## config.mk

```make
export PLATFORM = sky130hd
export DESIGN_NAME = ghr_hash_queue
export DESIGN_NICKNAME = d
export VERILOG_FILES = /design/src/rtl/ghr_hash_queue.sv
export SDC_FILE = /design/constraint.sdc
export NUM_CORES = 1
export LEC_CHECK = 0
export BUFFER_PORTS_ARGS = -buffer_cell sky130_fd_sc_hd__buf_2
export CELL_PAD_IN_SITES_DETAIL_PLACEMENT = 1
export CELL_PAD_IN_SITES_GLOBAL_PLACEMENT = 2
export CORE_MARGIN = 2
export CORE_UTILIZATION = 45
export DETAILED_ROUTE_END_ITERATION = 10
export GPL_ROUTABILITY_DRIVEN = 0
export PLACE_DENSITY = 0.8
export REMOVE_ABC_BUFFERS = 1
export SETUP_SLACK_MARGIN = 0.4
export SLEW_MARGIN = 20
export SYNTH_ARGS = -nofsm -noshare
export SYNTH_HDL_FRONTEND = slang
export SYNTH_SLANG_ARGS = --single-unit
```

## constraint.sdc

```tcl
create_clock -name clk -period 5.36 [get_ports clk]
set_input_delay 0.804 -clock clk [delete_from_list [all_inputs] [get_ports clk]]
set_output_delay 0.804 -clock clk [all_outputs]
set_load 0.005 [all_outputs]
```

## src/rtl/ghr_hash_queue.sv

```systemverilog
`default_nettype none
// +----------------------------------------------------------------------------+
// | Module   : ghr_hash_queue                                                  |
// | Brief    : Speculative GHR + PC hash for choice-table lookup, with an      |
// |            in-flight branch queue that replays hashes at resolution.       |
// | Revision : 1.0  initial release                                            |
// +----------------------------------------------------------------------------+
module ghr_hash_queue #(
    parameter int ch_width = 14,
    parameter int q_depth  = 8
) (
    input  logic                clk,
    input  logic                rst,
    input  logic [31:0]         pc,
    input  logic                pdc_valid,
    input  logic                pdc_taken,
    output logic [ch_width-1:0] hashed_pc,
    output logic                q_full,
    input  logic                ex_valid,
    input  logic                ex_mispredict,
    input  logic                ex_taken,
    output logic [ch_width-1:0] hashed_pc_update,
    output logic                update_en,
    output logic [ch_width-1:0] ghr_spec
);

    localparam int                 c_PTR_W   = $clog2(q_depth);
    localparam logic [c_PTR_W:0]   c_DEPTH   = (c_PTR_W+1)'(q_depth);
    localparam logic [c_PTR_W:0]   c_CNT_ONE = (c_PTR_W+1)'(1);
    localparam logic [c_PTR_W-1:0] c_PTR_ONE = c_PTR_W'(1);

    logic [ch_width-1:0] r_ghr;
    logic [ch_width-1:0] r_hpu;
    logic                r_upd_en;
    logic [c_PTR_W:0]    r_count;
    logic [c_PTR_W-1:0]  r_rptr;
    logic [c_PTR_W-1:0]  r_wptr;
    logic [ch_width-1:0] r_hash_mem [q_depth];
    logic [ch_width-1:0] r_ghr_mem  [q_depth];

    logic                w_empty;
    logic                w_pop;
    logic                w_flush;
    logic                w_push;
    logic [ch_width-1:0] w_head_hash;
    logic [ch_width-1:0] w_head_ghr;
    logic                w_unused_bits;

    assign hashed_pc        = pc[ch_width+1:2] ^ r_ghr;
    assign q_full           = (r_count == c_DEPTH);
    assign ghr_spec         = r_ghr;
    assign hashed_pc_update = r_hpu;
    assign update_en        = r_upd_en;

    assign w_empty     = (r_count == '0);
    assign w_head_hash = r_hash_mem[r_rptr];
    assign w_head_ghr  = r_ghr_mem[r_rptr];
    assign w_pop       = ex_valid & ~w_empty;
    assign w_flush     = w_pop & ex_mispredict;
    // A pop frees the head slot this cycle, so a full queue can still accept
    // a push alongside a non-mispredict pop.
    assign w_push      = pdc_valid & (~q_full | w_pop) & ~w_flush;

    assign w_unused_bits = ^{pc[31:ch_width+2], pc[1:0], w_head_ghr[ch_width-1]};

    always_ff @(posedge clk) begin
        if (rst) begin
            r_ghr    <= '0;
            r_hpu    <= '0;
            r_upd_en <= 1'b0;
            r_count  <= '0;
            r_rptr   <= '0;
            r_wptr   <= '0;
        end else begin
            r_upd_en <= w_pop;
            if (w_pop) begin
                r_hpu <= w_head_hash;
            end

            if (w_flush) begin
                r_ghr   <= {w_head_ghr[ch_width-2:0], ex_taken};
                r_count <= '0;
                r_rptr  <= r_rptr + c_PTR_ONE;
                r_wptr  <= r_rptr + c_PTR_ONE;
            end else begin
                if (w_push) begin
                    r_ghr  <= {r_ghr[ch_width-2:0], pdc_taken};
                    r_wptr <= r_wptr + c_PTR_ONE;
                end
                if (w_pop) begin
                    r_rptr <= r_rptr + c_PTR_ONE;
                end
                if (w_push && !w_pop) begin
                    r_count <= r_count + c_CNT_ONE;
                end else if (!w_push && w_pop) begin
                    r_count <= r_count - c_CNT_ONE;
                end
            end
        end
    end

    // Entry storage is never reset; occupancy and pointers define validity.
    always_ff @(posedge clk) begin
        if (!rst && w_push) begin
            r_hash_mem[r_wptr] <= hashed_pc;
            r_ghr_mem[r_wptr]  <= r_ghr;
        end
    end

endmodule
`default_nettype wire
```

==> qor.txt, run 1 <==
Clock buffer depth - 3
Initial antenna violation count - 0
TritonCTS clock tree - done
Latest clock arrival within the worst-skew pair - 520 ps
Fillcell total - 1971
# setup viols final - 0
Cts bufs inserted - 27
Min Clock Period, post-route - 3360 ps
Worst hold slack - 488 ps
Number of global-route vias before repair - 5809
Total core area - 21700 sq um
Max transition margin - 0.372
Number of synthesized flops with an enable pin - 216
First-pass GRT wire length - 35100 um
RSZ-0062 raised after global routing - false
Ant diodes - 0
Die Wd - 152 um
CP required - 5820 ps
Footprint of the multi-input gates - 2420 sq um
H-tree depth - 1
All-Layer GR Usage - 0.198
Quantity of gates resized following cts - 0
Vias - 5265
Share of cells above drive strength 1 - 0.303
Clk slew on worst S/H paths - 60 ps
Post-synth cell types - 36
CTS Sinks - 258
Antenna-violating nets left - 0
Max-slew violation count - 0
Run status - finished clean
Routed WL - 22700 um
Register area share after synthesis - 0.741
GRT overflow - 0
Syn_area_per_cell - 18.4 sq um
Tightest Hold Check Type - flop to flop
Mapped cell area - 9890 sq um
Post-route cell area - 11400 sq um
HPWL after detailed placement - 13500 um
Initial DRC Count - 446
Instance count of the mapped netlist - 536
CP Class - flop to flop
Setup TNS - 0 ps
Drt wl/cell - 24.8 um
Top cell type's share of synthesized area - 0.656
Critical Path AT - 3820 ps
F_max - 297 MHz
DR DRC count - 0
Top cell by count, worst path - ha_1
Setup crit start kind - flop
Post-CTS setup buffers - 0
Worst slew pin tran - 942 ps
Yosys reg bits - 258
Vias/cell - 5.74
Max incr delay on CP - 690 ps
Clock Skew - 8.20 ps
LEAKAGE - 3.85 nW
Critical Path Sink Type - flop
Post-synth ARST share - 0
Largest net degree at the start of global routing - 42
Hold-fix buffers at CTS - 0
IO buf count - 64
Yosys Warn Count - 0
Pwr Density - 480 nW/um^2
Period utilization - 0.627
Register Area - 7330 sq um
# IOs - 83
P&R area growth vs syn - 15.8%
Top cells by area, synth - edfxtp_1 (66%), mux4_2 (12%), dfxtp_1 (8.5%), a211oi_1 (1.7%), xor2_1 (1.4%)
CTS root buf - clkbuf_16
Ys flop type - edfxtp_1
Post-synth top cells - edfxtp_1 (216), mux4_2 (54), dfxtp_1 (42)
Crit path buf inv count - 1
Count leader, synth - edfxtp_1
Starting Density - 0.456
Die height - 152 um
Delay-heaviest family, CP - compound AO/OA/AOI/OAI gates
Rows - 54
Final net count - 662
Max Cap Viol - 0
Yosys top cell by area - edfxtp_1
TritonRoute pass-1 iters - 4
Fin. Hold Viols - 0
Worst VDD drop - 0.255 mV
Slowest CP cell - o21ai_2
CP max FO - 16
DP Area - 10600 sq um
Die area - 23200 sq um
Critical-path cell list - or4b_4, o21ai_2, nor2_1, ha_1, inv_1, ha_1, a21oi_1, nand3_1, a2111o_1, nand2_1
==> state kept, by name, summed over array words and instances, names as in the netlist, named ones only <==
name / count
r_hash_mem: 112
r_ghr_mem: 104
ghr_spec: 14
hashed_pc_update: 14
r_count: 4
r_rptr: 3
r_wptr: 3
update_en: 1
==> layout by cell type, fill, tap and decap left out, types with 5 or more instances in the layout <==
cell / n
buf_2: 64
clkinv_2: 6
clkbuf_8: 7
nand2_1: 20
buf_4: 19
xor2_1: 16
clkbuf_1: 5
nor2b_1: 11
nor2_2: 6
ha_1: 5
mux4_2: 54
nor3_1: 21
a211oi_1: 22
clkbuf_16: 27
o22ai_1: 14
edfxtp_1: 216
a21oi_1: 19
dfxtp_1: 39
nor2_1: 23
==> worst reg2reg max path: cells and delay by family, from the launching register on <==
family,cells,cell delay [ps]
and+or+nand+nor,4,920
AOI/OAI and AO/OA,3,1320
DFF,1,380
buffers and inverters,1,140
adders and majority gates,2,550
==> power breakdown <==
part / total, mW / internal, mW / switching [mW]
clock network: 1.80 / 1.07 / 0.729
registers: 2.74 / 2.48 / 0.258
logic: 0.954 / 0.450 / 0.504
==> cell families (layout without fill, tap and decap cells) <==
logic type                 Yosys count  count (layout)  share of synthesized area
AOI/OAI and AO/OA                   64              64                     0.0434
buffers and inverters               34             135                     0.0168
adders and majority gates            6               6                    0.00835
muxes                               57              57                      0.126
and+or+nand+nor                     97              97                     0.0466
xor gates and xnor gates            20              20                     0.0177
DFF                                258             258                      0.741
==> cell type report <==
| cell class | instances | share of cell area |
|---|---|---|
| Clock buffer | 39 | 0.0691 |
| Tap cell | 280 | 0.0306 |
| Clock inverter | 10 | 0.00710 |
| Timing Repair Buffer | 83 | 0.0404 |
| Sequential cell | 258 | 0.641 |
| Inverter | 3 | 0.000984 |
| Multi-Input combinational cell | 244 | 0.211 |
==> worst paths after layout <==
check / startpoint / endpoint / slack (ps) / cells past startpoint
max: r_count[0] / r_count[3] / 2000 / 10
min: hashed_pc_update[1] / hashed_pc_update[1] / 490 / 2
max reg2reg: r_count[0] / r_count[3] / 2000 / 10
min reg2reg: hashed_pc_update[1] / hashed_pc_update[1] / 490 / 2
==> per-stage QoR <==
step	cells	total power, mW	utilization	setup WS [ps]
final	917	5.49	0.528	2000
after global routing	917	5.74	0.528	1830
after detailed placement	868	3.74	0.487	1910
after CTS	917	5.55	0.528	2020
after floorplan	505	3.31	-	1470
after global placement	868	3.68	0.487	1970
==> metal layers <==
metal,part of all wire,GRT usage,vias up
met2,0.52,0.345,155
met3,0.041,0.0296,49
met5,0,0,-
li1,-,-,2317
met4,0.031,0.0703,0
met1,0.41,0.254,2744
(Power assumes the default switching activity.)
==> run 2: changes to the inputs <==
--- a/config.mk
+++ b/config.mk
@@ -5,14 +5,15 @@
 export SDC_FILE = /design/constraint.sdc
 export NUM_CORES = 1
 export LEC_CHECK = 0
+export ABC_AREA = 1
 export BUFFER_PORTS_ARGS = -buffer_cell sky130_fd_sc_hd__buf_2
 export CELL_PAD_IN_SITES_DETAIL_PLACEMENT = 1
 export CELL_PAD_IN_SITES_GLOBAL_PLACEMENT = 2
 export CORE_MARGIN = 2
-export CORE_UTILIZATION = 45
+export CORE_UTILIZATION = 35
 export DETAILED_ROUTE_END_ITERATION = 10
 export GPL_ROUTABILITY_DRIVEN = 0
-export PLACE_DENSITY = 0.8
+export PLACE_DENSITY = 0.76
 export REMOVE_ABC_BUFFERS = 1
 export SETUP_SLACK_MARGIN = 0.4
 export SLEW_MARGIN = 20
==> constraint.sdc (replaced) <==
create_clock -name clk -period 2.7 [get_ports clk]
set_input_delay 0.405 -clock clk [delete_from_list [all_inputs] [get_ports clk]]
set_output_delay 0.405 -clock clk [all_outputs]
set_load 0.005 [all_outputs]
==> qor.txt, run 2 <==
Run status - finished clean
Register area share after synthesis - 0.680
Util after Layout - 0.419
Fin. Hold Viols - 0
Register Area - 7330 sq um
Clk slew on worst S/H paths - 50 ps
Compound-Gate Fraction of Synth Area - 0.0330
Worst hold slack - 156 ps
Routed WL - 28500 um
CTS root buf - clkbuf_16
Number of global-route vias before repair - 7756
Placed Instances - 1492
Share of cells above drive strength 1 - 0.161
Total core area - 30400 sq um
Commonest non-fill, non-tap cell in the layout - nand2_1
# setup viols final - 0
DP Area - 11800 sq um
Drt wl/cell - 18.4 um
Count leader, synth - nand2_1
Initial antenna violation count - 1
Critical Path AT - 2630 ps
Post-synth cell types - 27
Post-Synth Adder-Cell Area - 0.00766
Yosys reg bits - 258
Syn_area_per_cell - 10.4 sq um
Rows - 64
All-Layer GR Usage - 0.176
Footprint of the multi-input gates - 3000 sq um
Largest family of logic cells by synthesized area - simple AND/OR/NAND/NOR gates
Fillcell total - 3394
Antenna-violating nets left - 0
Ant diodes - 0
CP required - 3160 ps
Vias - 7506
Top cells by area, synth - edfxtp_1 (60%), nand2_1 (10%), dfxtp_1 (7.8%), nor2_1 (5.3%), nand3_1 (4.5%)
# IOs - 83
Max-slew violation count - 0
Post-route cell area - 12800 sq um
CTS Sinks - 258
Cts bufs inserted - 29
Worst slew pin tran - 632 ps
Yosys top cell by area - edfxtp_1
Min Clock Period, post-route - 2170 ps
Initial DRC Count - 516
Setup crit start kind - flop
Die height - 179 um
Synth Area in Simple Gates - 0.213
Ys flop type - edfxtp_1
Pwr Density - 952 nW/um^2
IO buf count - 64
Xor/xnor share of the synthesized area - 0.0163
Post-synth ARST share - 0
Period utilization - 0.803
Mapped cell area - 10800 sq um
DR DRC count - 0
Fin cells - 1548
CP max FO - 13
HPWL after detailed placement - 17400 um
Top cell type's share of synthesized area - 0.602
Hold-fix buffers at CTS - 0
Critical Path Sink Type - flop
Most frequent cells in the layout - nand2_1 (287), edfxtp_1 (216), nor2_1 (144)
Final net count - 1175
TritonRoute pass-1 iters - 4
Clock buffer depth - 3
Worst VDD drop - 0.467 mV
Max transition margin - 0.579
Biggest regs - r_hash_mem x112, r_ghr_mem x104
Tightest Hold Check Type - input pin to flop
Number of synthesized flops with an enable pin - 216
Die Wd - 179 um
Instance count of the mapped netlist - 1037
RSZ-0062 raised after global routing - true
Setup TNS - 0 ps
Post-synth top cells - nand2_1 (289), edfxtp_1 (216), nor2_1 (152)
Post-synthesis mux area share - 0
P&R area growth vs syn - 18.4%
GRT overflow - 0
H-tree depth - 1
LEAKAGE - 5.13 nW
Clock Skew - 14.4 ps
Largest net degree at the start of global routing - 60
Die area - 32200 sq um
Starting Density - 0.354
Yosys Warn Count - 0
Largest register FFs - 112
Vias/cell - 4.85
F_max - 461 MHz
Max Cap Viol - 0
CP Class - flop to flop
First-pass GRT wire length - 44600 um
Latest clock arrival within the worst-skew pair - 540 ps
Biggest register - r_hash_mem
TritonCTS clock tree - done
run 2: cell types whose count changed after synthesis, sizes merged, moves of 14 or more:
cell,delta
o22ai,-14
nand2,+272
a211oi,-22
nor2,+125
nor3,-22
mux4,-54
buf,+15
o21ai,+46
inv,+65
nand3,+96
run 2: critical path, cell delays in order, from the launching register on:
cell and delay [ps]:
dfxtp_1 420, nor2_1 80, nand2_2 100, nand3_4 160, nand3_1 140, inv_1 50, ha_1 220, inv_1 120
ha_1 280, a21oi_1 160, nand2_1 70, xor2_1 140, nand2_1 60, a21oi_1 110
run 2: metrics by stage:
step | worst slack [ps] | power [mW]
finish | 532 | 12.1
global route | 306 | 12.9
CTS | 382 | 12.3
detailed placement | 336 | 8.59
global placement | 387 | 8.51
floorplan | -95.7 | 7.11
run 2: where the power goes:
part	internal (mW)	switching, mW
Sequential	4.85	0.216
Combinational	1.09	2.30
Clock	2.18	1.51
Total	8.12	4.03
run 2: worst paths after layout:
| kind | slack (ps) | startpoint | cells past startpoint | to |
|---|---|---|---|---|
| max reg2reg | 530 | r_count[2] | 13 | r_count[3] |
| max | 530 | r_count[2] | 13 | r_count[3] |
| min reg2reg | 460 | hashed_pc_update[11] | 2 | hashed_pc_update[11] |
| min | 160 | pdc_taken | 3 | ghr_spec[0] |
run 2: cell families after synthesis:
kind of cell,after synthesis
AOI/OAI and AO/OA,71
xor gates and xnor gates,20
adders and majority gates,6
buffers and inverters,122
DFF,258
and+or+nand+nor,560
run 2: repair_timing:
action                                  4_1_cts  5_1_grt
endpoints found under the setup margin      135      150
pin swaps                                     2        0
setup buffers                                 3        0
gates resized for setup                       3       10
run 2: routing by layer:
layer,vias up,global-route usage,share of wire
met5,-,0,0.00046
met4,2,0.0299,0.012
met2,103,0.315,0.50
met1,3739,0.230,0.45
met3,31,0.0249,0.039
li1,3631,-,-
run 2: final cells by class:
cell class,instances,share of cell area
tap,396,0.0388
sequential,258,0.575
multi-input combinational,657,0.235
timing repair buffer,115,0.0612
clock inverter,8,0.00510
inverter,69,0.0203
clock buffer,45,0.0647
==> run 3: changes to the inputs <==
--- a/config.mk
+++ b/config.mk
@@ -5,15 +5,15 @@
 export SDC_FILE = /design/constraint.sdc
 export NUM_CORES = 1
 export LEC_CHECK = 0
-export ABC_AREA = 1
+export ABC_AREA = 0
 export BUFFER_PORTS_ARGS = -buffer_cell sky130_fd_sc_hd__buf_2
 export CELL_PAD_IN_SITES_DETAIL_PLACEMENT = 1
 export CELL_PAD_IN_SITES_GLOBAL_PLACEMENT = 2
 export CORE_MARGIN = 2
-export CORE_UTILIZATION = 35
+export CORE_UTILIZATION = 45
 export DETAILED_ROUTE_END_ITERATION = 10
 export GPL_ROUTABILITY_DRIVEN = 0
-export PLACE_DENSITY = 0.76
+export PLACE_DENSITY = 0.8
 export REMOVE_ABC_BUFFERS = 1
 export SETUP_SLACK_MARGIN = 0.4
 export SLEW_MARGIN = 20
==> constraint.sdc (replaced) <==
create_clock -name clk -period 2.16 [get_ports clk]
set_input_delay 0.324 -clock clk [delete_from_list [all_inputs] [get_ports clk]]
set_output_delay 0.324 -clock clk [all_outputs]
set_load 0.005 [all_outputs]
==> qor.txt, run 3 (synthesized netlist as in run 1, its figures left out) <==
Setup crit start kind - flop
Total core area - 21700 sq um
Vias/cell - 5.64
Largest net degree at the start of global routing - 41
Cts bufs inserted - 28
Max Cap Viol - 0
Die area - 23200 sq um
Commonest non-fill, non-tap cell in the layout - edfxtp_1
Share of cells above drive strength 1 - 0.381
Die Wd - 152 um
Tightest Hold Check Type - input pin to flop
Min Clock Period, post-route - 2560 ps
Critical Path Sink Type - flop
CP required - 2630 ps
Latest clock arrival within the worst-skew pair - 550 ps
Slowest CP cell - o41a_1
TritonRoute pass-1 iters - 4
Drt wl/cell - 25.0 um
Worst slew pin tran - 586 ps
Critical-path cell list - o41a_1, and2_4, nor2_4, ha_4, inv_4, ha_4, a21oi_2, a211o_1, a2111o_1, nand2_1
Max transition margin - 0.608
IO buf count - 64
Period utilization - 1.19
CTS Sinks - 258
P&R area growth vs syn - 23.4%
Max incr delay on CP - 460 ps
Biggest register - r_hash_mem
Most frequent cells in the layout - edfxtp_1 (216), buf_2 (62), buf_4 (57)
Setup WS post-layout - -402 ps
CP Class - flop to flop
# IOs - 83
Fin. Hold Viols - 0
Critical Path AT - 3030 ps
Biggest regs - r_hash_mem x112, r_ghr_mem x104
CTS root buf - clkbuf_16
Die height - 152 um
GRT overflow - 0
Top cell by count, worst path - ha_4
# setup viols final - 131
TritonCTS clock tree - done
Clock Skew - 11.9 ps
First-pass GRT wire length - 37100 um
Clk slew on worst S/H paths - 60 ps
Rows - 54
Max-slew violation count - 0
Initial DRC Count - 276
CP max FO - 3
F_max - 390 MHz
LEAKAGE - 4.17 nW
Pwr Density - 1180 nW/um^2
Largest register FFs - 112
Final Total Pwr - 14.4 mW
Clock buffer depth - 3
RSZ-0062 raised after global routing - true
Worst VDD drop - 0.506 mV
Vias - 5502
Ant diodes - 0
Failing checks - setup timing
Routed WL - 24400 um
Util after Layout - 0.563
Placed Instances - 914
Final net count - 718
Antenna-violating nets left - 0
DR DRC count - 0
HPWL after detailed placement - 14500 um
Fin cells - 975
Number of global-route vias before repair - 6129
H-tree depth - 1
Starting Density - 0.456
All-Layer GR Usage - 0.208
Initial antenna violation count - 0
Worst hold slack - 105 ps
Run status - finished with violations
[run 3: cell count changes in the layout (fill, tap and decap cells not counted), moves of 12 or more]
cell      before  now
buf_4         42   57
inv_1         65    1
o22ai_1        0   14
nand3_1       97    1
o21ai_0       35    0
nand2_1      287   20
o21ai_1       12    0
mux4_2         0   54
nor2_1       144   22
nor3_1         1   21
a211oi_1       0   22
[run 3: final cells by class]
cell class                      count  area [sq um]
Multi-Input combinational cell    244          2580
Inverter                            3          13.8
Clock inverter                     14           134
Clock buffer                       38           748
Tap cell                          280           350
Timing Repair Buffer              138          1040
Fill cell                        1988          9480
Sequential cell                   258          7330
[run 3: routing by layer]
| metal | track usage | wire [um] |
|---|---|---|
| met2 | 0.371 | 13000 |
| met5 | 0 | 0 |
| met3 | 0.0290 | 1130 |
| met4 | 0.0623 | 598 |
| met1 | 0.266 | 9650 |
[run 3: path summary, 6_finish.rpt]
path / slack, ps / depth (start not counted) / startpoint / to
max: -400 / 10 / r_count[3] / r_count[3]
min: 110 / 3 / ex_taken / ghr_spec[0]
max reg2reg: -400 / 10 / r_count[3] / r_count[3]
min reg2reg: 490 / 2 / hashed_pc_update[7] / hashed_pc_update[7]
[run 3: power by group]
part,internal [mW],switching [mW],total [mW],leakage (nW)
Clock,2.67,1.92,4.59,0.431
Combinational,1.55,1.80,3.35,1.42
Sequential,6.15,0.299,6.45,2.32
Total,10.4,4.02,14.4,4.17
[run 3: worst max-delay path: cells and delay by family, from the launching register on]
kind	cells	cell delay [ps]
AO/OA/AOI/OAI	4	1280
adder cells (fa/ha/maj)	2	440
AND/OR/NAND/NOR	3	400
flip-flops	1	330
buffers and inverters	1	50
[run 3: what timing repair did]
item,4_1_cts,5_1_grt
cloned,0,2
pin swaps,10,12
resized for setup,13,35
hold buffers,0,0
setup buffers,5,2
endpoints found under the setup margin,262,267
[run 3: metrics by stage]
step,TNS (ps),area [sq um],setup slack [ps]
6_report,-9560,12200,-402
5_1_grt,-20700,12200,-478
4_1_cts,-26610,12000,-321
3_5_place_dp,-29700,11000,-465
3_3_place_gp,-17220,11000,-293
2_1_floorplan,-238050,9730,-1620
